===== src/rtl/seq_detector_prog.sv =====
// seq_detector_prog
//   Programmable serial pattern detector with a registered (Moore) match flag.
//   The pattern is loadable at runtime, overlapping or non-overlapping detection
//   is selectable, input bits are valid-qualified, and matches are counted into
//   a saturating counter.
//
// Ports
//   clk          rising-edge clock
//   rst          synchronous active-high reset
//   en           x valid; a bit is shifted in only when en=1
//   x            serial input bit
//   overlap      1 = overlapping detection, 0 = non-overlapping
//   pat_load     load pat_in into the pattern register, clears history
//   pat_in       new pattern, MSB = first bit of the sequence
//   cnt_clr      clear match_count (a hit on the same edge leaves it at 1)
//   y            registered match flag, high the cycle after a hit
//   match_count  saturating match counter
module seq_detector_prog #(
   parameter int               PAT_W       = 4,
   parameter int               CNT_W       = 8,
   parameter logic [PAT_W-1:0] RST_PATTERN = 4'b1011
) (
   input  logic             clk,
   input  logic             rst,
   input  logic             en,
   input  logic             x,
   input  logic             overlap,
   input  logic             pat_load,
   input  logic [PAT_W-1:0] pat_in,
   input  logic             cnt_clr,
   output logic             y,
   output logic [CNT_W-1:0] match_count
);

   generate
      if (PAT_W < 2 || PAT_W > 32 || CNT_W < 1) begin : g_param_err
         $error("seq_detector_prog: PAT_W must be 2..32 and CNT_W >= 1");
      end
   endgenerate

   // fill counts valid history bits, 0..PAT_W
   localparam int               FW       = $clog2(PAT_W + 1);
   localparam logic [FW-1:0]    FILL_MAX = FW'(PAT_W);
   localparam logic [CNT_W-1:0] CNT_MAX  = '1;

   logic [PAT_W-1:0] pat_q;
   logic [PAT_W-1:0] hist_q;
   logic [FW-1:0]    fill_q;

   logic [PAT_W-1:0] hist_n;
   logic [FW-1:0]    fill_inc;
   logic             accept;
   logic             hit;

   always_comb begin
      hist_n = {hist_q[PAT_W-2:0], x};
      // saturate at PAT_W; any out-of-range fill recovers to 0
      if (fill_q < FILL_MAX)
         fill_inc = fill_q + FW'(1);
      else if (fill_q == FILL_MAX)
         fill_inc = FILL_MAX;
      else
         fill_inc = '0;
      accept = en && !pat_load;
      hit    = accept && (fill_inc == FILL_MAX) && (hist_n == pat_q);
   end

   always_ff @(posedge clk) begin
      if (rst) begin
         pat_q       <= RST_PATTERN;
         hist_q      <= '0;
         fill_q      <= '0;
         y           <= 1'b0;
         match_count <= '0;
      end else begin
         y <= hit;

         if (pat_load) begin
            pat_q  <= pat_in;
            hist_q <= '0;
            fill_q <= '0;
         end else if (en) begin
            hist_q <= hist_n;
            // non-overlap: a hit consumes the window, next match needs PAT_W fresh bits
            fill_q <= (hit && !overlap) ? '0 : fill_inc;
         end

         if (cnt_clr)
            match_count <= hit ? CNT_W'(1) : '0;
         else if (hit && match_count != CNT_MAX)
            match_count <= match_count + CNT_W'(1);
      end
   end

endmodule


===== config.mk =====
export PLATFORM = sky130hd
export DESIGN_NAME = seq_detector_prog
export DESIGN_NICKNAME = d
export VERILOG_FILES = /design/src/rtl/seq_detector_prog.sv
export SDC_FILE = /design/constraint.sdc
export NUM_CORES = 1
export LEC_CHECK = 0
export CAP_MARGIN = 10
export CORE_MARGIN = 1
export CORE_UTILIZATION = 52
export CTS_CLUSTER_DIAMETER = 100
export DETAILED_ROUTE_END_ITERATION = 10
export PLACE_DENSITY = 0.82
export SYNTH_ARGS = -nofsm -noshare
export SYNTH_HDL_FRONTEND = slang
export SYNTH_SLANG_ARGS = --single-unit
export TNS_END_PERCENT = 50

===== constraint.sdc =====
create_clock -name clk -period 4.2 [get_ports clk]
set_input_delay 0.63 -clock clk [delete_from_list [all_inputs] [get_ports clk]]
set_output_delay 0.63 -clock clk [all_outputs]
set_load 0.005 [all_outputs]

**After elaboration in Yosys (flattened, before gate mapping)**

Cells that the tools add are included.
Widths: inputs -> output; s select.

- Reductions and logical operators: 9
- Muxes and demuxes: 6
- $add $sub $neg: 2
- Order comparisons: 1
- Eq/ne operators: 4

Operator list:

| cell | number |
|---|---|
| $mux 8 | 2 |
| $mux 3 | 3 |
| $add 8x1->8 const B | 1 |
| $ne 8x8->1 const B | 1 |
| $eq 3x3->1 const B | 2 |
| $logic_and 1x1->1 | 5 |
| $eq 4x4->1 | 1 |
| $add 3x1->3 const B | 1 |
| $lt 3x3->1 const B | 1 |
| $logic_not 1->1 | 2 |
| $reduce_bool 2->1 | 1 |
| $reduce_or 2->1 | 1 |
| $mux 1 | 1 |

- Flip-flop bits (word level): 19
- Input port bits: 11

**Logic depth before layout (Yosys ltp)**

Gate-level depths: netlist of run 1.

- Depth in word-level cells: 9
- Depth in mapped cells: 7
- Gate-level depth less buffers: 7

**Worst setup path before layout of run 1**

No wires, ideal clock.

- Path type: input to register
- Start point: input pat_load
- End point: register match_count[5]
- Library setup time: 0.070 ns
- Arrival: 2.290 ns
- Setup slack: 1.840 ns
- Path buffers: 1
- Stages on the path: 5
- Cells stage by stage: clkbuf_1 or4b_4 or3_4 or4_1 a21oi_1

- Longest elaborated chain between the ends: 6

Ends and longest elaborated chain:

| item | line | RTL |
|---|---|---|
| from (decl) | 28 | `input logic pat_load,` |
| $logic_not 1->1 | 64 | `accept = en && !pat_load;` |
| $logic_and 1x1->1 | 64 |  |
| $logic_and 1x1->1 (2 in series) | 65 | `hit = accept && (fill_inc == FILL_MAX) && (hist_n == pat_q);` |
| $logic_and 1x1->1 | 90 | `else if (hit && match_count != CNT_MAX)` |
| $reduce_bool 2->1 (no source line) | - |  |
| to (signal assigned) | 89 | `match_count <= hit ? CNT_W'(1) : '0;` |
| to (signal assigned) | 91 | `match_count <= match_count + CNT_W'(1);` |
| to (decl) | 32 | `output logic [CNT_W-1:0] match_count` |

Every way passes these cells.
A chain may end at the register's enable or synchronous reset.

**Final worst setup path of run 1**

- Start point: input en
- End point: register match_count[5]

- Longest elaborated chain between the ends: 5

Ends and longest elaborated chain:

| item | line | RTL |
|---|---|---|
| from (decl) | 25 | `input logic en,` |
| $logic_and 1x1->1 | 64 |  |
| $logic_and 1x1->1 (2 in series) | 65 |  |
| $logic_and 1x1->1 | 90 |  |
| $reduce_bool 2->1 (no source line) | - |  |

Every way passes these cells.

==> results of run 1 <==
[tightest hold or removal path, delay by kind of cell, from the launching register on]
family	cells	cell delay [ns]
flops	1	0.35
simple gates	1	0.07
compound gates	1	0.05
[power by group]
part	switching, W	total, W	internal, W
Clock	0.0000579	0.0000950	0.0000371
Sequential	0.00000281	0.000187	0.000184
Combinational	0.0000109	0.0000276	0.0000167
[final timing paths]
| path | to | cells after the start |
|---|---|---|
| worst min-delay path | fill_q[1] | 2 |
| worst min register to register | fill_q[1] | 2 |
| worst max-delay path | match_count[5] | 5 |
| worst max register to register | match_count[5] | 6 |
[registers in the layout, summed over array words and instances (netlist names)]
| register | cells |
|---|---|
| hist_q | 3 |
| fill_q | 3 |
| match_count | 8 |
| pat_q | 4 |
| y | 1 |
[layout make-up]
type | instances | area, µm²
clock buffer | 4 | 26.3
fill | 132 | 439
inverter | 2 | 7.51
multi-input combinational | 76 | 513
sequential | 19 | 380
tap | 16 | 20.0
timing repair buffer | 19 | 190
[cell usage after synthesis]
cell type	n	area share
sky130_fd_sc_hd__nor2_1	10	0.041
sky130_fd_sc_hd__or2b_1	1	0.0081
sky130_fd_sc_hd__o211ai_1	1	0.0081
sky130_fd_sc_hd__and3_1	2	0.014
sky130_fd_sc_hd__nand2b_1	1	0.0068
sky130_fd_sc_hd__nor2b_1	4	0.027
sky130_fd_sc_hd__a211o_1	3	0.028
sky130_fd_sc_hd__or3_4	1	0.012
sky130_fd_sc_hd__xnor2_1	3	0.028
sky130_fd_sc_hd__or3b_2	1	0.0095
sky130_fd_sc_hd__nor3_1	5	0.027
sky130_fd_sc_hd__buf_2	1	0.0054
sky130_fd_sc_hd__mux2i_1	6	0.065
sky130_fd_sc_hd__clkbuf_1	5	0.020
sky130_fd_sc_hd__nand3_1	2	0.011
sky130_fd_sc_hd__nand3b_1	2	0.016
sky130_fd_sc_hd__nand4_1	1	0.0068
sky130_fd_sc_hd__ha_1	3	0.041
sky130_fd_sc_hd__xor2_1	1	0.0095
sky130_fd_sc_hd__o2111ai_1	1	0.0095
sky130_fd_sc_hd__nand2_1	6	0.024
sky130_fd_sc_hd__and4b_1	2	0.022
sky130_fd_sc_hd__and4_1	1	0.0095
sky130_fd_sc_hd__a211oi_1	1	0.0081
sky130_fd_sc_hd__or4_1	2	0.016
sky130_fd_sc_hd__inv_1	2	0.0081
sky130_fd_sc_hd__nor4_1	1	0.0068
sky130_fd_sc_hd__a31oi_1	2	0.014
sky130_fd_sc_hd__o21ai_0	1	0.0054
sky130_fd_sc_hd__dfxtp_1	19	0.41
sky130_fd_sc_hd__or2_2	2	0.014
sky130_fd_sc_hd__or4b_4	1	0.015
sky130_fd_sc_hd__and2_1	1	0.0068
sky130_fd_sc_hd__a21oi_1	7	0.038
sky130_fd_sc_hd__o31ai_1	1	0.0081
[metrics by stage]
step	area [µm²]	setup WS [ns]	hold WS, ns
after floorplan	925	1.84	0.462
after global placement	1110	1.36	0.480
after detailed placement	1110	1.32	0.493
after CTS	1140	1.63	0.509
after global routing	1140	1.53	0.533
final	1140	1.64	0.505
[cells by family (layout without fill, tap and decap cells)]
kind of cell	count (synthesis)	count (layout)	share of synthesized area
and+or+nand+nor	46	46	0.292
xor gates and xnor gates	4	4	0.0379
adders and majority gates	3	3	0.0406
buffers and inverters	8	25	0.0338
muxes	6	6	0.0650
AOI/OAI and AO/OA	17	17	0.119
DFF	19	19	0.411
[per-layer routing]
metal	up-vias	routed length, µm
met4	0	18
li1	406	-
met5	-	0
met2	26	743
met3	4	117
met1	337	876
==> impl_metrics.sql, run 1 <==
INSERT INTO impl_metrics (metric_group, metric, value, unit) VALUES
('outcome', 'status', 'finished clean', ''),
('synthesis', 'yosys_register_bits', '19', ''),
('clock_network', 'cts_inserted_buffers', '3', ''),
('synthesis', 'ys_warn_count', '0', ''),
('timing', 'finalSetupViolCount', '0', ''),
('floorplan', 'chipWidth', '44.2', 'µm'),
('clock_network', 'cts_max_level', '1', ''),
('drt', 'totalWireLength', '1.76', 'mm'),
('clock_network', 'postCtsResizedCells', '0', ''),
('synthesis', 'postSynthCellCount', '103', ''),
('critical_path', 'slowest_stage', 'sky130_fd_sc_hd__clkdlybuf4s50_1', ''),
('global_routing', 'groute.layer.met2.usage', '0.294', ''),
('placement', 'dp_cells', '132', ''),
('placement', 'port-buffer-count', '19', ''),
('critical_path', 'critPathKind', 'in2reg', ''),
('timing', 'slew_headroom', '0.653', ''),
('drt', 'post_route_ant_nets', '0', ''),
('clock_network', 'post_cts_buffers', '0', ''),
('synthesis', 'seq_area_frac_synth', '0.411', ''),
('floorplan', 'die-height', '44.2', 'µm'),
('floorplan', 'die_area', '0.00195', 'mm²'),
('clock_network', 'cts_buffer_depth', '2', ''),
('drt', 'firstDrtPassIters', '6', ''),
('flow_run', 'max_cap_violations', '0', ''),
('final_layout', 'diode_insertion_count_for_antenna_repair', '0', ''),
('floorplan', 'core', '0.00158', 'mm²'),
('final_layout', 'syn_to_final_growth', '23.0', '%'),
('critical_path', 'setup.worst_path.start_class', 'primary input', ''),
('critical_path', 'setup.reg_to_reg.worst_slack', '1.94', 'ns'),
('power', 'p_total', '0.000309', 'W'),
('global_routing', 'wire_length_of_the_first_global_routing_pass', '2.86', 'mm'),
('min_path', 'hold_class', 'reg2reg', ''),
('clock_network', 'holdBufCountCts', '0', ''),
('global_routing', 'pin_count_of_the_biggest_net_entering_global_routing', '11', ''),
('global_routing', 'overflow', '0', ''),
('critical_path', 'crit_arrival', '2.80', 'ns'),
('critical_path', 'timing.critical_path.max_delay_family', 'simple AND/OR/NAND/NOR gates', ''),
('final_layout', 'finalNetCount', '135', ''),
('clock_network', 'clock_tree_from_tritoncts', 'built', ''),
('drt', 'wl_per_cell', '12.9', 'µm'),
('drt', 'dr_vias_cell', '5.68', ''),
('timing', 'slew_viol_final', '0', ''),
('floorplan', 'pin_count', '20', ''),
('final_layout', 'layout.cells.most_common_list', 'sky130_fd_sc_hd__dfxtp_1, sky130_fd_sc_hd__clkdlybuf4s50_1, sky130_fd_sc_hd__nor2_1, sky130_fd_sc_hd__a21oi_1', ''),
('critical_path', 'worst_setup_path_startpoint', 'en', ''),
('critical_path', 'worstPathRequired', '4.44', 'ns'),
('placement', 'gpl.final_weighted_congestion', '0.805', ''),
('final_layout', 'post_route_cells_drive_above_1_share', '0.0667', ''),
('timing', 'fin_worst_skew', '0.00979', 'ns'),
('timing', 'max_clk_rate', '390', 'MHz'),
('synthesis', 'synthesis.nets', '117', ''),
('synthesis', 'yosys.cell_types.count', '35', ''),
('global_routing', 'grt_pass1_vias', '664', ''),
('global_routing', 'track_usage', '0.195', ''),
('critical_path', 'critPathMaxStageDelay', '0.67', 'ns'),
('global_routing', 'globalRouteMet1Util', '0.276', ''),
('critical_path', 'r2r-start', 'fill_q[0]', ''),
('global_routing', 'met3_usage', '0.0367', ''),
('power', 'leakage_dissipation', '0.403', 'nW'),
('critical_path', 'path_cells', 'clkdlybuf4s50_1, or4b_4, or3_4, or4_1, a21oi_1', ''),
('floorplan', 'initial_utilization', '0.587', ''),
('power', 'power.ir.vdd_worst', '0.000214', 'V'),
('critical_path', 'critical_path_peak_fanout', '9', ''),
('timing', 'timing_hold_violations_final', '0', ''),
('timing', 'final.period_utilization', '0.610', ''),
('timing', 'tns', '0', 'ns'),
('drt', 'dr_total_vias', '773', ''),
('drt', 'drt_iter0_drc', '20', ''),
('global_routing', 'antenna_found_initial', '0', ''),
('clock_network', 'worstSkewPairLatency', '0.31', 'ns'),
('floorplan', 'placement_rows', '14', '');
Power figures use the tool's default switching activity.
==> inputs of run 2 (changes only) <==
CORE_UTILIZATION = 44   (was 52)
PLACE_DENSITY = 0.74   (was 0.82)
clock period = 2.3 ns   (was 4.2 ns; I/O delays follow)
==> run 2 against run 1 <==
Net effect:
- register-to-register slack worse by 1.8 ns
- highest routed layer unchanged
- non-clock buffer count is 7 higher
- sequential share of layout area is 1.9 points lower
- clock power is 79% higher
- via count is 6.5% higher
- power is 83% higher
- clock skew is 0.0083 ns lower
- worst setup slack worse by 1.5 ns
- largest power group unchanged
- combinational power is 100% higher
- final cell count is 13% higher
- count of clock-buffer cells in the layout is 1 lower
- largest cell class unchanged
==> impl_metrics.sql, run 2 (synthesis gave the netlist of run 1 again) <==
INSERT INTO impl_metrics (metric_group, metric, value, unit) VALUES
('final_layout', 'syn_to_final_growth', '30.3', '%'),
('floorplan', 'initial_utilization', '0.471', ''),
('timing', 'grt_setup_unrepaired', 'false', ''),
('drt', 'remaining_drc_errors', '0', ''),
('timing', 'fin_worst_skew', '0.00149', 'ns'),
('critical_path', 'critPathKind', 'reg2reg', ''),
('global_routing', 'pin_count_of_the_biggest_net_entering_global_routing', '12', ''),
('timing', 'finalSetupViolCount', '0', ''),
('floorplan', 'core', '0.00196', 'mm²'),
('global_routing', 'overflow', '0', ''),
('floorplan', 'die-height', '47.8', 'µm'),
('timing', 'final.hold.worst_slack', '0.503', 'ns'),
('global_routing', 'grt_pass1_vias', '685', ''),
('floorplan', 'chipWidth', '47.8', 'µm'),
('critical_path', 'critical_path_peak_fanout', '5', ''),
('timing', 'timing_hold_violations_final', '0', ''),
('power', 'leakage_dissipation', '0.438', 'nW'),
('final_layout', 'layout.cells.most_common_list', 'sky130_fd_sc_hd__dfxtp_1, sky130_fd_sc_hd__clkdlybuf4s50_1, sky130_fd_sc_hd__nor2_1, sky130_fd_sc_hd__a21oi_1, sky130_fd_sc_hd__buf_4', ''),
('clock_network', 'path_clk_slew', '0.11', 'ns'),
('floorplan', 'die_area', '0.00229', 'mm²'),
('outcome', 'status', 'finished clean', ''),
('final_layout', 'post_route_cells_drive_above_1_share', '0.126', ''),
('clock_network', 'clock-sinks', '19', ''),
('global_routing', 'track_usage', '0.193', ''),
('global_routing', 'wire_length_of_the_first_global_routing_pass', '2.99', 'mm'),
('drt', 'wl_per_cell', '12.1', 'µm'),
('critical_path', 'setup.reg_to_reg.worst_slack', '0.11', 'ns'),
('floorplan', 'pin_count', '20', ''),
('critical_path', 'worstPathRequired', '2.54', 'ns'),
('placement', 'port-buffer-count', '19', ''),
('critical_path', 'crit_arrival', '2.43', 'ns'),
('clock_network', 'post_cts_buffers', '0', ''),
('flow_run', 'max_cap_violations', '0', ''),
('global_routing', 'antenna_found_initial', '0', ''),
('clock_network', 'cts_inserted_buffers', '3', ''),
('timing', 'slew_viol_final', '0', ''),
('clock_network', 'clock_tree_from_tritoncts', 'built', ''),
('critical_path', 'endpoint_kind', 'flop', ''),
('min_path', 'whs_endpoint', 'match_count[1]', ''),
('placement', 'dp_cells', '150', ''),
('critical_path', 'worstReg2RegEnd', 'match_count[5]', ''),
('final_layout', 'diode_insertion_count_for_antenna_repair', '0', ''),
('timing', 'layout_min_cycle_time', '2.19', 'ns'),
('timing', 'tns', '0', 'ns'),
('final_layout', 'registers.top_by_ff_count', 'match_count', ''),
('final_layout', 'biggestRegsByFlops', 'match_count: 8 flops, pat_q: 4 flops', ''),
('drt', 'dr_vias_cell', '5.34', ''),
('min_path', 'worstHoldPathCells', '2', ''),
('min_path', 'worst_min_delay_path_startpoint', 'match_count[1]', ''),
('timing', 'final.period_utilization', '0.953', ''),
('power', 'cellPowerDensity', '470', 'mW/mm²'),
('timing', 'max_clk_rate', '456', 'MHz'),
('clock_network', 'cts_buffer_depth', '2', ''),
('drt', 'dr_total_vias', '823', ''),
('drt', 'totalWireLength', '1.87', 'mm'),
('final_layout', 'final-instance-count-excl-fill', '154', ''),
('placement', 'gpl.final_weighted_congestion', '0.793', ''),
('clock_network', 'postCtsResizedCells', '0', ''),
('drt', 'firstDrtPassIters', '4', ''),
('power', 'p_total', '0.000566', 'W'),
('critical_path', 'setup.worst_path.start_class', 'flop', ''),
('placement', 'dp_hpwl', '1.42', 'mm'),
('drt', 'post_route_ant_nets', '0', ''),
('final_layout', 'finish.utilization', '0.614', ''),
('critical_path', 'r2r-start', 'fill_q[0]', ''),
('min_path', 'hold_class', 'reg2reg', ''),
('clock_network', 'holdBufCountCts', '0', ''),
('final_layout', 'finalNetCount', '142', ''),
('clock_network', 'clock_root_buffer_master', 'sky130_fd_sc_hd__clkbuf_4', ''),
('clock_network', 'worstSkewPairLatency', '0.30', 'ns'),
('power', 'power.ir.vdd_worst', '0.000357', 'V'),
('floorplan', 'placement_rows', '16', ''),
('timing', 'slew_headroom', '0.835', ''),
('clock_network', 'cts_max_level', '1', ''),
('final_layout', 'largest_register_ff_count', '8', ''),
('critical_path', 'reg2regPathDepth', '6', ''),
('drt', 'drt_iter0_drc', '17', ''),
('timing', 'timing_worst_slew_pin_value', '0.246', 'ns');
==> run 2: final cells by class <==
type / count / area (µm²)
Clock buffer: 3 / 22.5
Clock inverter: 1 / 5.00
Fill cell: 189 / 757
Inverter: 2 / 7.51
Multi-Input combinational cell: 76 / 513
Sequential cell: 19 / 380
Tap cell: 27 / 33.8
Timing Repair Buffer: 26 / 243
==> run 2: how the worst max path moves through the flow <==
stage | startpoint | cells after the start | to | slack, ns
CTS | fill_q[0] | 7 | match_count[5] | 0.11
finish | fill_q[0] | 6 | match_count[5] | 0.11
floorplan | fill_q[0] | 7 | match_count[5] | 0.21
detailed placement | x | 6 | match_count[5] | -0.15
global placement | x | 6 | match_count[5] | -0.11
global route | fill_q[0] | 6 | match_count[5] | 0.01
==> run 2: critical path: stages, from the launching register on <==
cell	delay [ns]
sky130_fd_sc_hd__dfxtp_1	0.42
sky130_fd_sc_hd__ha_1	0.17
sky130_fd_sc_hd__mux2i_1	0.08
sky130_fd_sc_hd__or4b_4	0.52
sky130_fd_sc_hd__or3_4	0.39
sky130_fd_sc_hd__or4_1	0.40
sky130_fd_sc_hd__a21oi_1	0.14
==> run 2: routing by layer <==
layer  up-vias  share of wire  track usage
met5         -              0            0
met4         0          0.019        0.117
met2        33           0.46        0.297
met1       370           0.46        0.242
li1        416              -            -
met3         4          0.067       0.0453
==> run 2: where the power goes <==
group / leakage (nW) / switching, W / internal (W) / total, W
Combinational: 0.266 / 0.0000214 / 0.0000339 / 0.0000554
Clock: 0.0177 / 0.000106 / 0.0000648 / 0.000170
Sequential: 0.154 / 0.00000487 / 0.000336 / 0.000340
Total: 0.438 / 0.000132 / 0.000434 / 0.000566
==> run 2: per-stage QoR <==
step	instance area, µm²	setup WS (ns)
finish	1200	0.108
global placement	1180	-0.108
detailed placement	1180	-0.154
global route	1200	0.0121
floorplan	925	0.210
CTS	1200	0.108
==> inputs of run 3 (changes only) <==
HOLD_SLACK_MARGIN = 0.03   (was default)
==> results of run 3 <==
Same layout as run 2: the final DEF is identical, and so are final timing and power.
